[config.mk]
export PLATFORM = sky130hd
export DESIGN_NAME = updown_monitor
export DESIGN_NICKNAME = d
export VERILOG_FILES = /design/src/rtl/updown_monitor.sv
export SDC_FILE = /design/constraint.sdc
export NUM_CORES = 1
export LEC_CHECK = 0
export CORE_MARGIN = 10
export CORE_UTILIZATION = 25
export CTS_CLUSTER_DIAMETER = 120
export DETAILED_ROUTE_END_ITERATION = 10
export GPL_TIMING_DRIVEN = 0
export PLACE_DENSITY = 0.52
export SLEW_MARGIN = 20
export SYNTH_ARGS = -nofsm -noshare
export SYNTH_HDL_FRONTEND = slang
export SYNTH_SLANG_ARGS = --single-unit
[constraint.sdc]
create_clock -name clock -period 8.9 [get_ports clock]
set_clock_uncertainty 0.15 [all_clocks]
set_input_delay 1.78 -clock clock [delete_from_list [all_inputs] [get_ports clock]]
set_output_delay 1.78 -clock clock [all_outputs]
set_load 0.01 [all_outputs]
[src/rtl/updown_monitor.sv]
// Receive-side monitor for an up/down counter stream: infers step direction,
// flags illegal steps, tracks run length and shows U/d/-/E on one 7-seg digit.
module updown_monitor #(
    parameter int WIDTH = 4,
    parameter int RUN_W = 8,
    parameter int ERR_W = 4
) (
    input  logic             clock,
    input  logic             reset,
    input  logic [WIDTH-1:0] sample_in,
    input  logic             sample_valid,
    output logic             dir_up,
    output logic             dir_valid,
    output logic             step_err,
    output logic [ERR_W-1:0] err_cnt,
    output logic [RUN_W-1:0] run_len,
    output logic [6:0]       seg,
    output logic             dp,
    output logic             digit_en
);

    typedef enum logic [1:0] {IDLE, TRACK_UP, TRACK_DOWN, ERROR} state_t;
    typedef enum logic [1:0] {STEP_UP, STEP_DOWN, STEP_HOLD, STEP_ILLEGAL} step_t;

    localparam logic [6:0]       SEG_DASH = 7'b0111111;
    localparam logic [6:0]       SEG_U    = 7'b1000001;
    localparam logic [6:0]       SEG_D    = 7'b0100001;
    localparam logic [6:0]       SEG_E    = 7'b0000110;
    localparam logic [WIDTH-1:0] DIFF_UP  = WIDTH'(1);
    localparam logic [WIDTH-1:0] DIFF_DN  = '1;
    localparam logic [WIDTH-1:0] DIFF_0   = '0;
    localparam logic [RUN_W-1:0] RUN_ONE  = RUN_W'(1);
    localparam logic [RUN_W-1:0] RUN_MAX  = '1;
    localparam logic [ERR_W-1:0] ERR_ONE  = ERR_W'(1);
    localparam logic [ERR_W-1:0] ERR_MAX  = '1;

    state_t           state, state_next;
    step_t            step;
    logic [WIDTH-1:0] prev, prev_next, diff;
    logic             have_prev, have_prev_next;
    logic             dir_up_next, step_err_next;
    logic [ERR_W-1:0] err_cnt_next;
    logic [RUN_W-1:0] run_len_next;
    logic [6:0]       seg_next;

    // Modulo-2^WIDTH difference makes the wrap cases fall out naturally.
    always_comb begin
        diff = sample_in - prev;
        if (diff == DIFF_UP)     step = STEP_UP;
        else if (diff == DIFF_DN) step = STEP_DOWN;
        else if (diff == DIFF_0)  step = STEP_HOLD;
        else                      step = STEP_ILLEGAL;
    end

    // NOTE: every signal gets a hold/default value first so no path infers a latch.
    always_comb begin
        state_next     = state;
        prev_next      = prev;
        have_prev_next = have_prev;
        dir_up_next    = dir_up;
        step_err_next  = 1'b0;
        err_cnt_next   = err_cnt;
        run_len_next   = run_len;

        if (sample_valid) begin
            prev_next      = sample_in;
            have_prev_next = 1'b1;
            if (have_prev) begin
                case (step)
                    STEP_UP: begin
                        state_next  = TRACK_UP;
                        dir_up_next = 1'b1;
                        if (state != TRACK_UP)     run_len_next = RUN_ONE;
                        else if (run_len != RUN_MAX) run_len_next = run_len + RUN_ONE;
                    end
                    STEP_DOWN: begin
                        state_next  = TRACK_DOWN;
                        dir_up_next = 1'b0;
                        if (state != TRACK_DOWN)   run_len_next = RUN_ONE;
                        else if (run_len != RUN_MAX) run_len_next = run_len + RUN_ONE;
                    end
                    STEP_ILLEGAL: begin
                        state_next    = ERROR;
                        run_len_next  = '0;
                        step_err_next = 1'b1;
                        if (err_cnt != ERR_MAX) err_cnt_next = err_cnt + ERR_ONE;
                    end
                    default: ;
                endcase
            end
        end

        case (state_next)
            TRACK_UP:   seg_next = SEG_U;
            TRACK_DOWN: seg_next = SEG_D;
            ERROR:      seg_next = SEG_E;
            default:    seg_next = SEG_DASH;
        endcase
    end

    // NOTE: sequential state uses non-blocking assignments so all registers update together.
    always_ff @(posedge clock) begin
        if (!reset) begin
            state     <= IDLE;
            prev      <= '0;
            have_prev <= 1'b0;
            dir_up    <= 1'b0;
            dir_valid <= 1'b0;
            step_err  <= 1'b0;
            err_cnt   <= '0;
            run_len   <= '0;
            seg       <= SEG_DASH;
        end else begin
            state     <= state_next;
            prev      <= prev_next;
            have_prev <= have_prev_next;
            dir_up    <= dir_up_next;
            dir_valid <= (state_next == TRACK_UP) || (state_next == TRACK_DOWN);
            step_err  <= step_err_next;
            err_cnt   <= err_cnt_next;
            run_len   <= run_len_next;
            seg       <= seg_next;
        end
    end

    assign dp       = 1'b1;
    assign digit_en = 1'b1;

endmodule

# Word level (Yosys, flattened, before mapping)
# Cells that the tools add are included.
[word_totals]
regBits = 29
input_bits = 7
[op_classes]
addsub = 3
eq_ne = 11
mux = 13
reduce_logical = 9
[ops]
columns = ["op", "count"]
rows = [
  ["$mux 8", 3],
  ["$pmux 8 s3", 1],
  ["$pmux 7 s3", 1],
  ["$reduce_and 3->1", 3],
  ["$add 8x1->8 const B", 1],
  ["$mux 2", 4],
  ["$ne 8x8->1 const B", 1],
  ["$eq 2x2->1 const B", 3],
  ["$pmux 2 s3", 1],
  ["$add 4x1->4 const B", 1],
  ["$eq 2x1->1 const B", 2],
  ["$eq 4x1->1 const B", 1],
  ["$eq 4x4->1 const B", 1],
  ["$logic_not 4->1", 1],
  ["$ne 4x4->1 const B", 1],
  ["$reduce_and 4->1", 1],
  ["$sub 4x4->4", 1],
  ["$reduce_bool 3->1", 1],
  ["$logic_not 2->1", 1],
  ["$mux 1", 2],
  ["$ne 2x1->1 const B", 1],
  ["$ne 2x2->1 const B", 1],
  ["$pmux 1 s2", 1],
  ["$reduce_bool 2->1", 1],
  ["$logic_or 1x1->1", 1],
]

# Longest topological paths before layout
# Gate-level depths: netlist of run 1.
[logic_depth]
ltp_word = 11
ltp_mapped = 16

# Worst setup path before layout of run 1
# No wires, ideal clock.
[synth_timing]
path_kind = "input to register"
start = "input port sample_in[0]"
end = "register seg[2]"
setup_time_ns = 0.111
arrival_time_ns = 4.816
required_time_ns = 8.639
setup_slack_ns = 3.824
stages = 16
path_buffers = 1
path_cell_list = "inv_1 > ha_1 > inv_1 > fa_1 > a211o_1 > a21o_1 > and2_1 > or2_1 > ha_1 > and3b_2 > buf_2 > mux2i_1 > inv_1 > ha_1 > and2_1 > inv_1"
[synth_via]
elab_chain_cells = 11
word_cells_on_any_way = 17
classes_between = "add/sub: 1; eq/ne: 7; mux: 7; reduce/logical: 2"
[synth_rtl]
columns = ["item", "line_no", "source"]
rows = [
  ["start: declaration", "10", "input logic [WIDTH-1:0] sample_in,"],
  ["$sub 4x4->4 *", "48", "diff = sample_in - prev;"],
  ["$logic_not 4->1", "51", "else if (diff == DIFF_0) step = STEP_HOLD;"],
  ["$mux 1", "51", ""],
  ["$mux 2", "50", "else if (diff == DIFF_DN) step = STEP_DOWN;"],
  ["$mux 2 *", "49", "if (diff == DIFF_UP) step = STEP_UP;"],
  ["$eq 2x2->1 (tied with other cells)", "69", "case (step)"],
  ["$pmux 2 s3 *", "69", ""],
  ["$mux 2 *", "68", "if (have_prev) begin"],
  ["$mux 2 *", "65", "if (sample_valid) begin"],
  ["$eq 2x2->1 / $eq 2x1->1 (equally long branches)", "93", "case (state_next)"],
  ["$pmux 7 s3 *", "93", ""],
  ["end signal: assignment", "122", "seg <= seg_next;"],
  ["end: declaration", "17", "output logic [6:0] seg,"],
]
# Mark *: on every way between the ends. The rest lies on a longest branch, timed or not.
# A chain may end at the register's enable or synchronous reset.

# Worst setup path in the final report of run 1
# Ends and elaborated chain as after synthesis.

==> run metrics, run 1 <==
result of the run=finished clean; count of vias placed by the detailed router=1,170; P&R area growth vs syn=27.0%; largest net degree at the start of global routing=15; I/O pin total=31; TritonCTS clock tree=yes; min-delay worst type=register to register; vias per std cell=4.37; Highest Clock Rate=0.179 GHz; YS warnings=0; CP startpoint kind=input port; post-route clock period utilization=62.6%; fillers=641; first-pass GRT wire length=5590 microns; final standard cell area without fillers=between 0.0015 and 0.002 sq mm; Final Max Tran Viols=0; prevailing post-synth register cell=sky130_fd_sc_hd__dfxtp_1; gr ovfl total=0; drt first-iter violations=58; total inserted antenna cells=0; routed length per instance=12.2 microns; number of buffers created by CTS=3; Synth cell types=46; CP dominant cell by count=sky130_fd_sc_hd__inv_1; number of buffers on the longest clock path=2; post-layout minimum cycle time=about 5600 ps; core region area=0.00585 sq mm; total negative slack for setup checks=0 ps; count of flip-flops with a built-in enable after synthesis=0; max-cap check violation count=0; library cell contributing the largest single delay on the critical path=sky130_fd_sc_hd__clkdlybuf4s50_1; final hold vios=0; global placer's final weighted congestion=around 0.75; count of clock tree sinks=27; Post-DP HPWL=2530 microns; nature of the critical path endpoint=register; Max stage delay on crit path=between 400 and 500 ps; register bit count reported by yosys=27; power density over cell area=137 mW/mm^2; launch point of the worst hold path=dir_up; R2R Path Start=prev[0]; total number of placement rows=28; clk_lat worst skew=270 ps; RSZ-0062 raised after global routing=no; total routing resource utilization after global routing=6.94%; synthesized cell area=0.00149 sq mm; leakage power summed over all cells=0.000721 uW; initial antenna violation count=0; cells after synthesis=approximately 160; vias in the first global route=1,170; Clock transition at path regs=approximately 100 ps; DRC viols=0; FF+latch area=541 sq um; Worst Setup Path Type=input port to register; length of the first detailed-routing pass in iterations=4; worst slew pin tran=approximately 530 ps; root buffer cell=sky130_fd_sc_hd__clkbuf_8; wire length reported by the detailed router=approximately 3300 microns; post-CTS setup buffer count=0; Max VDD drop=between 0.07 and 0.08 mV; Die Span Y=~97 microns; CTS resizes=0; combined area of the multi-input logic cells=848 sq um; cells along the critical path=clkdlybuf4s50_1 -> inv_1 -> ha_1 -> inv_1 -> fa_1 -> a211o_1 -> a21o_1 -> and2_1 -> or2_1 -> ha_1 -> and3b_2 -> buf_2 -> mux2i_1 -> inv_1 -> ha_1 -> and2_1 -> inv_1; launch point of the worst path=sample_in[0]; setup slack of the worst register-to-register path=5040 ps; CTS H-tree lvls=1; quantity of hold-fixing buffers added after cts=0; final setup margin=3330 ps; cell total after placement=about 260; post-route insts no fill=roughly 270; # nets final=~210; required time of the worst setup path=8920 ps; die width=97.2 microns; number of routed nets with antenna violations=0; sequential cell area fraction in the yosys report=36.2%; fraction of final layout cells sized beyond drive strength 1=10.4%; Avg Inst Size Synth=9.21 sq um; Final Hold Slack=325 ps; post-synthesis async set-or-reset flop share=0%; instance area at placement=about 0.0018 sq mm; Slew headroom=64.4%; maximum fanout encountered on the critical timing path=10; Setup WS pre-CTS=~3000 ps; # port buffers=26; effective utilization at floorplan=25.5%; Crit path arrival time=5600 ps; area of the die=0.00946 sq mm; number of endpoints failing setup at the final stage=0
-- area by class of cell --
cell class | instances | share of cell area [%]
clock buffer | 4 | 2.38
tap | 75 | 4.95
timing repair buffer | 26 | 13.7
sequential | 27 | 28.5
buffer | 9 | 3.43
inverter | 11 | 2.18
multi-input combinational | 116 | 44.8
-- kinds of logic (layout without fill, tap and decap cells) --
| group | Yosys count | after routing | synth area share, % |
|---|---|---|---|
| AOI/OAI and AO/OA | 29 | 29 | 15.0 |
| muxes | 8 | 8 | 5.37 |
| buffers and inverters | 20 | 50 | 7.13 |
| DFF | 27 | 27 | 36.2 |
| adders and majority gates | 12 | 12 | 10.6 |
| other | 1 | 2 | 0.251 |
| xor gates and xnor gates | 8 | 8 | 4.70 |
| and+or+nand+nor | 57 | 57 | 20.7 |
-- where the power goes --
group,internal [uW],switching (uW)
logic,28.3,29.7
registers,127,4.29
clock network,32.1,38.5
-- metrics by stage --
stage,util [%],total power (uW)
floorplan,-,172
global placement,31.6,193
detailed placement,31.6,193
CTS,32.4,267
global route,32.4,279
finish,32.4,260
-- synth_stat cells, types with 2 or more instances --
cell                       count  share of area, %
sky130_fd_sc_hd__mux2i_1       8               5.4
sky130_fd_sc_hd__a21o_1        2               1.0
sky130_fd_sc_hd__o311ai_0      2               1.2
sky130_fd_sc_hd__nor3_1        4               1.3
sky130_fd_sc_hd__nor2_1       16               4.0
sky130_fd_sc_hd__a211oi_1      3               1.5
sky130_fd_sc_hd__buf_6         2               1.5
sky130_fd_sc_hd__clkbuf_1      2              0.50
sky130_fd_sc_hd__xnor2_1       5               2.9
sky130_fd_sc_hd__o21ai_0       2              0.67
sky130_fd_sc_hd__dfxtp_1      27                36
sky130_fd_sc_hd__ha_1         11               9.2
sky130_fd_sc_hd__nand3_1       3               1.0
sky130_fd_sc_hd__nand2b_1      4               1.7
sky130_fd_sc_hd__nand2_1      14               3.5
sky130_fd_sc_hd__a21oi_1       7               2.3
sky130_fd_sc_hd__inv_1        10               2.5
sky130_fd_sc_hd__xor2_1        3               1.8
sky130_fd_sc_hd__buf_4         4               2.0
sky130_fd_sc_hd__a211oi_2      4               3.4
sky130_fd_sc_hd__and2_1        4               1.7
-- worst max-delay path: cells and delay by family --
kind | cells | cell delay [ps]
compound gates | 2 | 560
fa+ha+maj | 4 | 1120
buf+inv | 6 | 960
mux | 1 | 360
simple gates | 4 | 830
-- layer usage --
layer	up-vias	part of all wire (%)	global-route usage [%]
met5	-	0	0
met4	0	0.31	2.35
met3	2	5.0	2.20
met2	19	50	12.1
met1	538	45	7.72
li1	611	-	-
-- path summary, 6_finish.rpt --
kind | cells after the start | end
worst max-delay path | 17 | seg[2]
worst max register to register | 15 | seg[2]
worst min-delay path | 2 | dir_up
worst min register to register | 2 | dir_up
-- flip-flops by register name, summed over array words and instances, names as in the netlist --
register / cells
dir_up: 1
dir_valid: 1
err_cnt: 4
have_prev: 1
prev: 4
run_len: 8
seg: 5
state: 2
step_err: 1
-- placed cells by master, fill, tap and decap left out, drive strengths merged, types with 2 or more instances in the layout --
| cell | Yosys | final |
|---|---|---|
| mux2i | 8 | 8 |
| clkbuf | 2 | 6 |
| nor2 | 17 | 17 |
| inv | 10 | 10 |
| or2 | 2 | 2 |
| nand4 | 2 | 2 |
| nand2b | 4 | 4 |
| clkdlybuf4s50 | 0 | 26 |
| a21oi | 7 | 7 |
| dfxtp | 27 | 27 |
| nand3 | 3 | 3 |
| and2 | 4 | 4 |
| o21ai | 2 | 2 |
| a211oi | 7 | 7 |
| buf | 7 | 7 |
| nand2 | 15 | 15 |
| ha | 11 | 11 |
| o311ai | 2 | 2 |
| nor3 | 4 | 4 |
| xor2 | 3 | 3 |
| a21o | 2 | 2 |
| conb | 1 | 2 |
| xnor2 | 5 | 5 |
No activity file was read; power rests on OpenSTA's default activity.
==> run 2, diff against run 1 <==
==> constraint.sdc (replaced) <==
create_clock -name clock -period 5.55 [get_ports clock]
set_clock_uncertainty 0.15 [all_clocks]
set_input_delay 1.11 -clock clock [delete_from_list [all_inputs] [get_ports clock]]
set_output_delay 1.11 -clock clock [all_outputs]
set_load 0.01 [all_outputs]
==> results of run 2 <==
The final DEF is identical to that of run 1. Status: finished clean.
Among the figures that moved: setup slack after placement 2990 ps -> 308 ps; setup slack after layout 3330 ps -> 647 ps; register-to-register setup slack 5040 ps -> 1690 ps; total power 260 uW -> 417 uW; worst IR drop on VDD 0.0718 mV -> 0.115 mV
